**src/rtl/serial_mmio_bridge_pkg.sv**
```systemverilog
// Shared width codes, FSM state type and width-decoding helpers for the
// TinyQV serial MMIO bridge.
package serial_mmio_pkg;

    localparam logic [1:0] W_BYTE = 2'b00;
    localparam logic [1:0] W_HALF = 2'b01;
    localparam logic [1:0] W_WORD = 2'b10;
    localparam logic [1:0] W_IDLE = 2'b11;

    typedef enum logic [1:0] {
        IDLE,
        RD,
        WR
    } state_t;

    function automatic logic [3:0] nibble_len(input logic [1:0] width);
        case (width)
            W_BYTE:  return 4'd2;
            W_HALF:  return 4'd4;
            default: return 4'd8;
        endcase
    endfunction

    function automatic logic [3:0] wstrb_of(input logic [1:0] width);
        case (width)
            W_BYTE:  return 4'b0001;
            W_HALF:  return 4'b0011;
            W_WORD:  return 4'b1111;
            default: return 4'b0000;
        endcase
    endfunction

endpackage

```
**src/rtl/serial_mmio_bridge_if.sv**
```systemverilog
// CPU-side 4-bit serial MMIO bus; the bridge attaches through the slave modport.
interface serial_mmio_bridge_if #(
    parameter int ADDR_W = 6
);

    logic [ADDR_W-1:0] bus_addr;
    logic [1:0]        bus_read_n;
    logic [1:0]        bus_write_n;
    logic [3:0]        bus_nibble_in;
    logic [3:0]        bus_nibble_out;

    modport master (
        output bus_addr,
        output bus_read_n,
        output bus_write_n,
        output bus_nibble_in,
        input  bus_nibble_out
    );

    modport slave (
        input  bus_addr,
        input  bus_read_n,
        input  bus_write_n,
        input  bus_nibble_in,
        output bus_nibble_out
    );

endinterface

```
**src/rtl/serial_mmio_bridge.sv**
```systemverilog
// Serial-to-parallel MMIO bridge: 2/4/8-nibble TinyQV transfers to 32-bit register accesses.
// Optional macro SERIAL_MMIO_SNAPSHOT_EN freezes reg_rdata at read start for coherent nibbles.
module serial_mmio_bridge
    import serial_mmio_pkg::*;
#(
    parameter int         ADDR_W       = 6,
    parameter logic [3:0] RESET_NIBBLE = 4'h0
) (
    input  logic                 clk,
    input  logic                 rst_n,
    serial_mmio_bridge_if.slave  bus,
    output logic [ADDR_W-1:0]    reg_addr,
    input  logic [31:0]          reg_rdata,
    output logic [31:0]          reg_wdata,
    output logic [3:0]           reg_wstrb,
    output logic                 reg_wr,
    output logic                 read_complete,
    output logic                 busy,
    output logic                 proto_err,
    input  logic                 err_clr
);

    state_t      state;
    state_t      state_next;
    logic [2:0]  cnt;
    logic [2:0]  cnt_next;
    logic [1:0]  width_q;
    logic        start_wr;
    logic        start_rd;
    logic        wr_capture;
    logic        done_rd;
    logic        done_wr;
    logic        err_set;
    logic [31:0] rd_src;

`ifdef SERIAL_MMIO_SNAPSHOT_EN
    logic [31:0] snapshot;
    assign rd_src = snapshot;
`else
    assign rd_src = reg_rdata;
`endif

    always_ff @(posedge clk or negedge rst_n) begin
        if (!rst_n) begin
            state <= IDLE;
            cnt   <= 3'd0;
        end else begin
            state <= state_next;
            cnt   <= cnt_next;
        end
    end

    // A width code that differs from the latched one (including a return to idle)
    // aborts the transfer, even on the final nibble.
    always_comb begin
        state_next = state;
        cnt_next   = cnt;
        start_wr   = 1'b0;
        start_rd   = 1'b0;
        wr_capture = 1'b0;
        done_rd    = 1'b0;
        done_wr    = 1'b0;
        err_set    = 1'b0;
        case (state)
            IDLE: begin
                if (bus.bus_write_n != W_IDLE) begin
                    start_wr   = 1'b1;
                    err_set    = (bus.bus_read_n != W_IDLE);
                    cnt_next   = 3'd1;
                    state_next = WR;
                end else if (bus.bus_read_n != W_IDLE) begin
                    start_rd   = 1'b1;
                    cnt_next   = 3'd0;
                    state_next = RD;
                end
            end
            RD: begin
                if (bus.bus_read_n != width_q) begin
                    err_set    = 1'b1;
                    cnt_next   = 3'd0;
                    state_next = IDLE;
                end else if ({1'b0, cnt} == nibble_len(width_q) - 4'd1) begin
                    done_rd    = 1'b1;
                    cnt_next   = 3'd0;
                    state_next = IDLE;
                end else begin
                    cnt_next = cnt + 3'd1;
                end
            end
            WR: begin
                if (bus.bus_write_n != width_q) begin
                    err_set    = 1'b1;
                    cnt_next   = 3'd0;
                    state_next = IDLE;
                end else begin
                    wr_capture = 1'b1;
                    if ({1'b0, cnt} == nibble_len(width_q) - 4'd1) begin
                        done_wr    = 1'b1;
                        cnt_next   = 3'd0;
                        state_next = IDLE;
                    end else begin
                        cnt_next = cnt + 3'd1;
                    end
                end
            end
            default: begin
                cnt_next   = 3'd0;
                state_next = IDLE;
            end
        endcase
    end

    always_ff @(posedge clk or negedge rst_n) begin
        if (!rst_n) begin
            width_q       <= W_BYTE;
            reg_addr      <= '0;
            reg_wdata     <= 32'h0;
            reg_wstrb     <= 4'h0;
            reg_wr        <= 1'b0;
            read_complete <= 1'b0;
            proto_err     <= 1'b0;
`ifdef SERIAL_MMIO_SNAPSHOT_EN
            snapshot      <= 32'h0;
`endif
        end else begin
            reg_wr        <= done_wr;
            read_complete <= done_rd;
            if (err_set) begin
                proto_err <= 1'b1;
            end else if (err_clr) begin
                proto_err <= 1'b0;
            end
            // Clearing the word on write start keeps byte/half writes zero-extended.
            if (start_wr) begin
                reg_addr  <= bus.bus_addr;
                width_q   <= bus.bus_write_n;
                reg_wstrb <= wstrb_of(bus.bus_write_n);
                reg_wdata <= {28'h0, bus.bus_nibble_in};
            end
            if (start_rd) begin
                reg_addr <= bus.bus_addr;
                width_q  <= bus.bus_read_n;
`ifdef SERIAL_MMIO_SNAPSHOT_EN
                snapshot <= reg_rdata;
`endif
            end
            if (wr_capture) begin
                reg_wdata[{cnt, 2'b00} +: 4] <= bus.bus_nibble_in;
            end
        end
    end

    always_comb begin
        bus.bus_nibble_out = RESET_NIBBLE;
        if (state == RD) begin
            bus.bus_nibble_out = rd_src[{cnt, 2'b00} +: 4];
        end
    end

    assign busy = (state != IDLE);

endmodule
```
**src/flat_wrapper.sv**
```systemverilog
// flat-port wrapper written by rule: the top's interface ports become plain ports
module serial_mmio_bridge_flat import serial_mmio_pkg::*;
#(
    parameter int         ADDR_W       = 6,
    parameter logic [3:0] RESET_NIBBLE = 4'h0
)
  (clk, rst_n, reg_addr, reg_rdata, reg_wdata, reg_wstrb, reg_wr, read_complete, busy, proto_err, err_clr, bus_bus_addr, bus_bus_read_n, bus_bus_write_n, bus_bus_nibble_in, bus_bus_nibble_out);
  serial_mmio_bridge_if #(.ADDR_W(ADDR_W)) bus_i ();
  input  logic clk;
  input  logic rst_n;
  output logic [ADDR_W-1:0] reg_addr;
  input  logic [31:0] reg_rdata;
  output logic [31:0] reg_wdata;
  output logic [3:0] reg_wstrb;
  output logic reg_wr;
  output logic read_complete;
  output logic busy;
  output logic proto_err;
  input  logic err_clr;
  input wire logic [$bits(bus_i.bus_addr)-1:0] bus_bus_addr;
  input wire logic [$bits(bus_i.bus_read_n)-1:0] bus_bus_read_n;
  input wire logic [$bits(bus_i.bus_write_n)-1:0] bus_bus_write_n;
  input wire logic [$bits(bus_i.bus_nibble_in)-1:0] bus_bus_nibble_in;
  output wire logic [$bits(bus_i.bus_nibble_out)-1:0] bus_bus_nibble_out;
  assign bus_i.bus_addr = bus_bus_addr;
  assign bus_i.bus_read_n = bus_bus_read_n;
  assign bus_i.bus_write_n = bus_bus_write_n;
  assign bus_i.bus_nibble_in = bus_bus_nibble_in;
  assign bus_bus_nibble_out = bus_i.bus_nibble_out;
  serial_mmio_bridge #(.ADDR_W(ADDR_W), .RESET_NIBBLE(RESET_NIBBLE)) u_core (.clk(clk), .rst_n(rst_n), .bus(bus_i), .reg_addr(reg_addr), .reg_rdata(reg_rdata), .reg_wdata(reg_wdata), .reg_wstrb(reg_wstrb), .reg_wr(reg_wr), .read_complete(read_complete), .busy(busy), .proto_err(proto_err), .err_clr(err_clr));
endmodule
```
**config.mk**
```make
export PLATFORM = sky130hd
export DESIGN_NAME = serial_mmio_bridge_flat
export DESIGN_NICKNAME = d
export VERILOG_FILES = /design/src/rtl/serial_mmio_bridge_pkg.sv /design/src/rtl/serial_mmio_bridge_if.sv /design/src/rtl/serial_mmio_bridge.sv /design/src/flat_wrapper.sv
export SDC_FILE = /design/constraint.sdc
export NUM_CORES = 1
export LEC_CHECK = 0
export CORE_MARGIN = 2
export CORE_UTILIZATION = 48
export DETAILED_ROUTE_END_ITERATION = 12
export PLACE_DENSITY = 0.88
export SYNTH_ARGS = -nofsm -noshare
export SYNTH_HDL_FRONTEND = slang
export SYNTH_SLANG_ARGS = --single-unit
```
**constraint.sdc**
```tcl
create_clock -name clk -period 5 [get_ports clk]
set_clock_uncertainty 0.15 [all_clocks]
set_input_delay 1.25 -clock clk [delete_from_list [all_inputs] [get_ports clk]]
set_output_delay 1.25 -clock clk [all_outputs]
set_load 0.1 [all_outputs]
```
==> impl_metrics.env <==
export IMPL_path_clk_slew_ps=90
export IMPL_first_iter_violations=55
export IMPL_yosys_most_used_dff="dfrtp_1"
export IMPL_syn_inst=238
export IMPL_rsz0062_at_grt="no"
export IMPL_wl_per_cell_um=16.2
export IMPL_vias_per_cell=5.39
export IMPL_antenna_found_initial=0
export IMPL_yosysUniqueCellTypes=40
export IMPL_final_hold_violation_count=0
export IMPL_crit_path_end_kind="output port"
export IMPL_nFillCells=398
export IMPL_final_cell_mix="clkdlybuf4s50_1, dfrtp_1, nand2_1"
export IMPL_grt_met2_usage_pct=39.6
export IMPL_slew_violations=0
export IMPL_hp_class="reg -> reg"
export IMPL_p_per_area_nw_per_um2=570
export IMPL_synth_enable_flop_cells=0
export IMPL_first_pass_iters=4
export IMPL_register_area_um2=1280
export IMPL_vias=2168
export IMPL_maxCapViolCount=0
export IMPL_grt_usage_pct=22.2
export IMPL_dieArea_um2=6080
export IMPL_final_common_cell="clkdlybuf4s50_1"
export IMPL_final_cell_count_no_fill=402
export IMPL_holdWs_ps=359
export IMPL_clockRootBuffer="clkbuf_8"
export IMPL_finalWeightedCongestion=0.779
export IMPL_tns_ps=0
export IMPL_final_util_pct=71.4
export IMPL_drive_above_1_share_pct=10.8
export IMPL_max_slew_margin_pct=25.6
export IMPL_diodes=0
export IMPL_io_pins=99
export IMPL_ys_seq_area_share_pct=48.5
export IMPL_cts_htree_levels=2
export IMPL_grt_pass1_vias=2285
export IMPL_port_buffers=98
export IMPL_gr_usage_met3_pct=6.98
export IMPL_rows=26
export IMPL_use_met1_pct=25.8
export IMPL_place_hpwl_um=4850
export IMPL_crit_required_ps=3600
export IMPL_crit_path_start_kind="input port"
export IMPL_place_inst=394
export IMPL_power_leakage_nw=1.66
export IMPL_grt_max_degree=52
export IMPL_fmax_ghz=0.255
export IMPL_setup_viol=0
export IMPL_postRouteAntennaNets=0
export IMPL_fin_ws_ps=1080
export IMPL_ys_seq_elements=51
export IMPL_synth_area_per_cell_um2=11.0
export IMPL_multiInputGateArea_um2=1260
export IMPL_drt_wl_total_um=6510
export IMPL_synthArstFlopShare_pct=100
export IMPL_cts_setup_buffers=0
export IMPL_chipHeight_um=78.0
export IMPL_clk_latency_ps=300
export IMPL_grt_pass1_wl_um=10600
export IMPL_ctsHoldBuffers=0
export IMPL_period_needed_ps=3920
export IMPL_cp_arrival_ps=2520
export IMPL_cp_max_fo=1
export IMPL_die_width_um=78.0
export IMPL_top_usage_layer="met2"
export IMPL_period_share_pct=78.3
export IMPL_syn_num_nets=294
export IMPL_worstSetupPathType="in -> out"
export IMPL_peakVddDrop_uv=587
export IMPL_finalNetCount=387
export IMPL_cts_made_buffers=5
export IMPL_clock_sinks=51
export IMPL_syn_area_um2=2630
export IMPL_grt_overflow=0
export IMPL_cts_tree="built"
export IMPL_dp_worst_setup_slack_ps=1080
export IMPL_cts_resized_gates=0
export IMPL_syn2layout_area_growth_pct=41.5
export IMPL_core_area_um2=5200
export IMPL_status="finished clean"
export IMPL_start_util_pct=50.5
export IMPL_drc_errors=0
export IMPL_worst_pin_slew_ps=1120
export IMPL_clk_path_buf_depth=2
export IMPL_ys_warn_count=0
==> kinds of logic after synthesis <==
group,Yosys count,synth area share [%]
buf+inv,24,3.66
xor+xnor,5,1.67
fa+ha+maj,7,3.33
compound gates,24,6.81
flops,51,48.5
simple gates,81,14.2
mux,46,21.8
==> sequential cells by signal, indices dropped and copies added, names as in the netlist <==
| register | flops |
|---|---|
| u_core.state | 2 |
| u_core.cnt | 3 |
| u_core.reg_wstrb | 3 |
| u_core.read_complete | 1 |
| u_core.reg_addr | 6 |
| u_core.reg_wr | 1 |
| u_core.proto_err | 1 |
| u_core.width_q | 2 |
| u_core.reg_wdata | 32 |
==> layout make-up <==
class                           count  share of cell area (%)
Clock buffer                        5                    1.85
Inverter                           12                    1.21
Sequential cell                    51                    34.3
Multi-Input combinational cell    163                    33.8
Clock inverter                      3                   0.505
Tap cell                           70                    2.36
Timing Repair Buffer               98                    26.0
==> routing by layer <==
metal / up-vias / routed length (µm)
met1: 1056 / 2720
met2: 83 / 3180
met4: 0 / 76
li1: 1021 / -
met5: - / 0
met3: 8 / 532
==> metrics by stage <==
stage	power [mW]	area, µm²
after global routing	2.21	3720
after detailed placement	1.89	3630
final	2.12	3720
after floorplan	1.59	2630
after CTS	2.13	3720
after global placement	1.87	3630
==> Yosys cell counts (2+ instances only) <==
library cell	n	share of area, %
nand2b_1	2	0.48
xnor2_1	5	1.7
or4_1	2	0.57
nand3b_1	3	0.86
mux2_2	10	4.3
ha_1	7	3.3
inv_1	12	1.7
nand4_1	2	0.48
mux2i_1	28	11
nor2_1	10	1.4
mux4_2	8	6.9
o21ai_0	4	0.76
dfrtp_1	51	49
a221o_1	3	1.1
nand2_1	49	7.0
nand3_1	4	0.76
clkbuf_1	8	1.1
a21oi_1	7	1.3
a21o_1	2	0.57
==> path summary, 6_finish.rpt <==
kind / start / endpoint / slack (ps) / cells past startpoint
max reg2reg: u_core.cnt[0] / u_core.reg_wdata[28] / 2290 / 5
max: reg_rdata[11] / bus_bus_nibble_out[3] / 1080 / 5
min reg2reg: u_core.reg_wstrb[1] / u_core.reg_wstrb[1] / 360 / 2
max in group asynchronous: rst_n / u_core.reg_wdata[28] / 3030 / 1
min: u_core.reg_wstrb[1] / u_core.reg_wstrb[1] / 360 / 2
min in group asynchronous: rst_n / u_core.reg_wdata[3] / 990 / 1
==> report_power, final <==
| part | switching (mW) | internal [mW] |
|---|---|---|
| Clock | 0.140 | 0.0988 |
| Sequential | 0.0990 | 0.502 |
| Combinational | 0.893 | 0.385 |
==> critical path, stage by stage <==
cell,delay (ps)
clkdlybuf4s50_1,420
mux4_2,460
nand2_1,90
a21oi_1,70
buf_4,240
Note: power is estimated with default switching activity, not from simulation.
